$ cat config.mk
export PLATFORM = sky130hd
export DESIGN_NAME = steel_mtimer
export DESIGN_NICKNAME = d
export VERILOG_FILES = /design/src/rtl/steel_mtimer_pkg.sv /design/src/rtl/steel_mtimer_byte_mask_merge.sv /design/src/rtl/steel_mtimer.sv
export SDC_FILE = /design/constraint.sdc
export NUM_CORES = 1
export LEC_CHECK = 0
export ABC_AREA = 1
export CORE_UTILIZATION = 45
export CTS_CLUSTER_DIAMETER = 60
export CTS_CLUSTER_SIZE = 40
export DETAILED_ROUTE_END_ITERATION = 8
export PLACE_DENSITY_LB_ADDON = 0.25
export SLEW_MARGIN = 20
export SYNTH_ARGS = -nofsm -noshare
export SYNTH_HDL_FRONTEND = slang
export SYNTH_HIERARCHICAL = 1
export SYNTH_SLANG_ARGS = --single-unit
$ cat constraint.sdc
create_clock -name CLK -period 3.94 [get_ports CLK]
set_clock_uncertainty 0.1 [all_clocks]
set_input_delay 0.591 -clock CLK [delete_from_list [all_inputs] [get_ports CLK]]
set_output_delay 0.591 -clock CLK [all_outputs]
set_load 0.02 [all_outputs]
$ cat src/rtl/steel_mtimer_pkg.sv
// Shared constants for the steel_mtimer machine timer: register offsets,
// reset values and the word-index helper used by the address decoder.
package steel_mtimer_pkg;

  localparam logic [4:0]  MTIME_LO_OFS    = 5'h00;
  localparam logic [4:0]  MTIME_HI_OFS    = 5'h04;
  localparam logic [4:0]  MTIMECMP_LO_OFS = 5'h08;
  localparam logic [4:0]  MTIMECMP_HI_OFS = 5'h0C;
  localparam logic [4:0]  MTIMER_CTRL_OFS = 5'h10;

  localparam logic [63:0] MTIME_RESET     = 64'h0;
  localparam logic [63:0] MTIMECMP_RESET  = 64'hFFFF_FFFF_FFFF_FFFF;
  localparam logic        EN_RESET        = 1'b1;

  // The window is word-addressed; the low two offset bits never take part.
  function automatic logic [2:0] word_of(input logic [4:0] ofs);
    return ofs[4:2];
  endfunction

endpackage

$ cat src/rtl/steel_mtimer_byte_mask_merge.sv
// Byte-granular merge of store data into a 32-bit register half:
// bytes with their mask bit set come from i_new, the rest from i_old.
module byte_mask_merge (
  input  logic [31:0] i_old,
  input  logic [31:0] i_new,
  input  logic [3:0]  i_mask,
  output logic [31:0] o_merged
);

  always_comb begin
    // NOTE: a full default before the conditional overrides keeps this purely
    // combinational; without it, unmasked bytes would infer latches.
    o_merged = i_old;
    for (int i = 0; i < 4; i++) begin
      if (i_mask[i]) o_merged[8*i +: 8] = i_new[8*i +: 8];
    end
  end

endmodule

$ cat src/rtl/steel_mtimer.sv
// RISC-V machine timer: 64-bit mtime/mtimecmp on the data bus, a CLK_DIV
// prescaler gated by CTRL.EN, a registered level interrupt and read mux.
module steel_mtimer
  import steel_mtimer_pkg::*;
#(
  parameter logic [31:0] BASE_ADDR = 32'h0000_1000,
  parameter int          CLK_DIV   = 1
) (
  input  logic        CLK,
  input  logic        RESET,
  input  logic [31:0] ADDR,
  input  logic [31:0] WR_DATA,
  input  logic        WR_REQ,
  input  logic [3:0]  WR_MASK,
  output logic [31:0] RD_DATA,
  output logic [63:0] REAL_TIME,
  output logic        T_IRQ
);

  localparam logic [15:0] PRESC_MAX = 16'(CLK_DIV - 1);

  logic [63:0] r_mtime;
  logic [63:0] r_mtimecmp;
  logic        r_en;
  logic [15:0] r_presc;
  logic [31:0] r_rd_data;
  logic        r_irq;

  logic        w_sel;
  logic [2:0]  w_word;
  logic        w_wr;
  logic        w_wr_mtime_lo;
  logic        w_wr_mtime_hi;
  logic        w_wr_cmp_lo;
  logic        w_wr_cmp_hi;
  logic        w_wr_ctrl;
  logic        w_tick;
  logic [31:0] w_mtime_lo_merged;
  logic [31:0] w_mtime_hi_merged;
  logic [31:0] w_cmp_lo_merged;
  logic [31:0] w_cmp_hi_merged;
  logic [63:0] w_mtime_next;
  logic [63:0] w_mtimecmp_next;
  logic        w_en_next;
  logic [15:0] w_presc_next;
  logic [31:0] w_rd_data;
  logic        w_unused;

  assign w_sel    = (ADDR[31:5] == BASE_ADDR[31:5]);
  assign w_word   = ADDR[4:2];
  assign w_unused = ^ADDR[1:0];
  assign w_wr     = w_sel && WR_REQ;

  assign w_wr_mtime_lo = w_wr && (w_word == word_of(MTIME_LO_OFS));
  assign w_wr_mtime_hi = w_wr && (w_word == word_of(MTIME_HI_OFS));
  assign w_wr_cmp_lo   = w_wr && (w_word == word_of(MTIMECMP_LO_OFS));
  assign w_wr_cmp_hi   = w_wr && (w_word == word_of(MTIMECMP_HI_OFS));
  assign w_wr_ctrl     = w_wr && (w_word == word_of(MTIMER_CTRL_OFS));

  byte_mask_merge u_merge_mtime_lo (
    .i_old(r_mtime[31:0]),     .i_new(WR_DATA), .i_mask(WR_MASK), .o_merged(w_mtime_lo_merged)
  );
  byte_mask_merge u_merge_mtime_hi (
    .i_old(r_mtime[63:32]),    .i_new(WR_DATA), .i_mask(WR_MASK), .o_merged(w_mtime_hi_merged)
  );
  byte_mask_merge u_merge_cmp_lo (
    .i_old(r_mtimecmp[31:0]),  .i_new(WR_DATA), .i_mask(WR_MASK), .o_merged(w_cmp_lo_merged)
  );
  byte_mask_merge u_merge_cmp_hi (
    .i_old(r_mtimecmp[63:32]), .i_new(WR_DATA), .i_mask(WR_MASK), .o_merged(w_cmp_hi_merged)
  );

  // Prescaler advances only while enabled; the tick is its terminal count.
  assign w_tick       = r_en && (r_presc == PRESC_MAX);
  assign w_presc_next = !r_en ? r_presc : (w_tick ? 16'h0 : r_presc + 16'h1);

  assign w_en_next = (w_wr_ctrl && WR_MASK[0]) ? WR_DATA[0] : r_en;

  // A software write to either mtime half swallows a coincident tick.
  always_comb begin
    w_mtime_next = r_mtime;
    if (w_wr_mtime_lo)      w_mtime_next = {r_mtime[63:32], w_mtime_lo_merged};
    else if (w_wr_mtime_hi) w_mtime_next = {w_mtime_hi_merged, r_mtime[31:0]};
    else if (w_tick)        w_mtime_next = r_mtime + 64'h1;
  end

  always_comb begin
    w_mtimecmp_next = r_mtimecmp;
    if (w_wr_cmp_lo)      w_mtimecmp_next = {r_mtimecmp[63:32], w_cmp_lo_merged};
    else if (w_wr_cmp_hi) w_mtimecmp_next = {w_cmp_hi_merged, r_mtimecmp[31:0]};
  end

  always_comb begin
    w_rd_data = 32'h0;
    if (w_sel) begin
      case (w_word)
        word_of(MTIME_LO_OFS):    w_rd_data = r_mtime[31:0];
        word_of(MTIME_HI_OFS):    w_rd_data = r_mtime[63:32];
        word_of(MTIMECMP_LO_OFS): w_rd_data = r_mtimecmp[31:0];
        word_of(MTIMECMP_HI_OFS): w_rd_data = r_mtimecmp[63:32];
        word_of(MTIMER_CTRL_OFS): w_rd_data = {31'h0, r_en};
        default:                  w_rd_data = 32'h0;
      endcase
    end
  end

  always_ff @(posedge CLK) begin
    // NOTE: non-blocking assignments here so every register samples the
    // pre-edge state, independent of statement order.
    if (RESET) begin
      r_mtime    <= MTIME_RESET;
      r_mtimecmp <= MTIMECMP_RESET;
      r_en       <= EN_RESET;
      r_presc    <= 16'h0;
      r_rd_data  <= 32'h0;
      r_irq      <= 1'b0;
    end else begin
      r_mtime    <= w_mtime_next;
      r_mtimecmp <= w_mtimecmp_next;
      r_en       <= w_en_next;
      r_presc    <= w_presc_next;
      r_rd_data  <= w_rd_data;
      r_irq      <= (w_mtime_next >= w_mtimecmp_next);
    end
  end

  assign RD_DATA   = r_rd_data;
  assign REAL_TIME = r_mtime;
  assign T_IRQ     = r_irq;

endmodule

==> flow_summary.yaml <==
logic_synthesis:
  synth_fp_nets: 2502
  synth.distinct_cells: 44
  synthCells: 2364
  synth_area_leader_cell: "nand2_1"
  avgSynthCellArea_um2: 5.864
  synth_top_area_share_pct: 28.32
  syn-cell-area_um2: 13860
  yosys_warnings: 6
  ys_seq_area_share_pct: 25.71
  synth.area.top_cells: "nand2_1 (28%), dfxtp_1 (26%), nor2_1 (7.1%), ha_1 (6.0%), inv_1 (5.7%)"
  synth_seq_cells: 178
worst_setup_path:
  max_stage_delay_ps: 340
  crit_path_start: "REAL_TIME[0]$_SDFF_PP0_"
  crit_fanout: 8
  critPathArrivalTime_ps: 3990
  cp_num_buf_inv: 5
  cpMaxStageDelayCell: "dfxtp_1"
  endpoint_kind: "register"
  cp_common_cell: "nand2_1"
  crit_type: "register to register"
  required_ps: 4250
  start_kind: "register"
  r2r-start: "REAL_TIME[0]$_SDFF_PP0_"
  regToRegSetupSlack_ps: 260
  cp_top_family: "simple AND/OR/NAND/NOR gates"
  worstPathCellList: "buf_4, nand3_2, inv_1, nand2_1, nor2_2, nand3_2, nor2_4, nand3_1, nand2_1, nand2_1, nand2_1, nand2_1, ha_1, nand2_1, inv_1, nand4_1, nor2_1, buf_4, and3_1, nand3_1, nand3_1, nand2_1, inv_1"
finish:
  fin_nets: 2802
  syn2layout_area_growth_pct: 28.62
  drive_gt1_share_pct: 11.43
  utilization_pct: 59.52
  fillers: 2989
  final_cell_mix: "nand2_1 (1046), nor2_1 (250), inv_1 (209), buf_4 (185), dfxtp_1 (172)"
  antenna_cells: 0
  final_common_cell: "nand2_1"
  final_cell_area_um2: 17830
clocking:
  cts_tree: "yes"
  numCtsBuffers: 17
  clk_pin_slew_ps: 70
  htree_levels: 4
  cts_max_path_buffers: 2
  postCtsHoldBufs: 0
  root_buffer: "clkbuf_16"
  clock_latency_ps: 470
  cts_sinks: 178
timing:
  setup_viol: 0
  max_slew_margin_pct: 22.51
  layout_setup_ws_ps: 262.3
  fin_tns_setup_ps: 0
  timing.final.crit_share_pct: 93.34
  hold_viol: 0
  drv_slew: 0
  period_needed_ps: 3678
  timing.fmax_mhz: 271.9
  worst_pin_slew_ps: 1155
global_routing:
  first_global_vias: 15416
  grt_max_degree: 50
  gr-total-overflow: 0
  grt_use_total_pct: 35.34
  antenna_found_initial: 0
  grt_pass1_wl_um: 84750
route:
  firstDrtPassIters: 6
  vias_per_cell: 5.438
  first_iter_violations: 1894
  vias: 16678
  drc: 0
  wl_per_cell_um: 17.96
  drt_wl_total_um: 55090
  ant_nets: 0
die:
  start_util_pct: 46.28
  core_um2: 29950
  dieHeight_um: 177.5
  fp.dieArea_um2: 31510
  io_pins: 168
  num_rows: 63
  die_w_um: 177.5
power_and_ir_drop:
  p_per_area_nw_per_um2: 219.6
  power.leakage_nw: 8.790
  ir_drop_mv: 0.2942
flow_run:
  cap_violations: 0
placement:
  port_buffers: 165
  place_congestion: 0.9886
  place_hpwl_um: 42400
  pre_cts_ws_ps: -230.3
  place_area_um2: 17170
min_path:
  min-delay-start: "r_presc[7]$_SDFFE_PP0P_"
  hold_path.class: "register to register"
run_status:
  status: "completed"
-- registers in the layout, summed over array words and instances (netlist names) --
signal	flops
r_en	1
r_mtimecmp	64
T_IRQ	1
RD_DATA	32
REAL_TIME	64
r_presc	16
-- final timing paths --
path / to / cells past startpoint
max: T_IRQ$_SDFF_PP0_ / 23
min: r_presc[8]$_SDFFE_PP0P_ / 2
max reg2reg: T_IRQ$_SDFF_PP0_ / 23
min reg2reg: r_presc[8]$_SDFFE_PP0P_ / 2
-- per-stage QoR --
step                power, mW  hold slack, ps  cells
finish                  3.916           417.1   3067
floorplan               2.042           369.9   2364
global route            4.029           436.4   3067
CTS                     3.923           408.2   3065
detailed placement      2.208           397.9   3033
global placement        2.203           386.4   3033
-- cell usage after synthesis (all sizes together) --
cell	n
mux2i	59
o211ai	1
and2	2
a21oi	54
clkinv	1
buf	44
nor3b	2
or2	29
o21a	3
nor2	275
nor4	6
dfxtp	178
o21ai	54
xnor2	2
a41oi	6
nand2	1050
inv	231
xor2	14
nand4	43
o21bai	4
a31oi	1
nor3	25
o22ai	9
nand3b	2
clkbuf	39
and3	2
ha	67
o31ai	2
nand3	134
a221oi	25
-- power breakdown --
group          internal (mW)  total, mW  switching, mW
clock network          0.901       1.73          0.832
logic                  0.146      0.381          0.235
registers               1.80       1.80        0.00208
total                   2.85       3.92           1.07
-- per-layer routing --
| metal | track usage [%] | wire (µm) |
|---|---|---|
| met4 | 15.03 | 1854 |
| met5 | 0 | 0 |
| met1 | 46.39 | 23650 |
| met3 | 5.206 | 4656 |
| met2 | 57.44 | 24930 |
-- worst reg2reg max path, delay by kind of cell, from the launching register on --
family,cells,cell delay [ps]
simple gates,17,2270
buf+inv,5,630
flops,1,340
fa+ha+maj,1,290
-- final cells by class --
cell class	instances	area, µm²	area share, %
multi-input combinational	1871	9012	50.55
inverter	232	870.8	4.884
clock inverter	12	125.1	0.7018
sequential	178	3571	20.03
tap	390	488.0	2.737
clock buffer	20	446.7	2.505
timing repair buffer	364	3316	18.60
-- logic make-up (layout without fill, tap and decap cells) --
kind of cell | after synthesis | count (layout) | synth area share (%)
AO/OA/AOI/OAI | 159 | 159 | 6.851
XOR/XNOR | 16 | 16 | 1.011
adder cells (fa/ha/maj) | 67 | 67 | 6.047
buffers and inverters | 315 | 628 | 9.865
flip-flops | 178 | 178 | 25.71
multiplexers | 59 | 59 | 4.260
AND/OR/NAND/NOR | 1570 | 1570 | 46.26
-- what timing repair did --
action | 4_1_cts | 5_1_grt
endpoints found under the setup margin | 0 | 1
hold endpoints to repair | 0 | 0
setup buffers | 0 | 2
resized for setup | 0 | 24
Note: power is estimated with default switching activity, not from simulation.
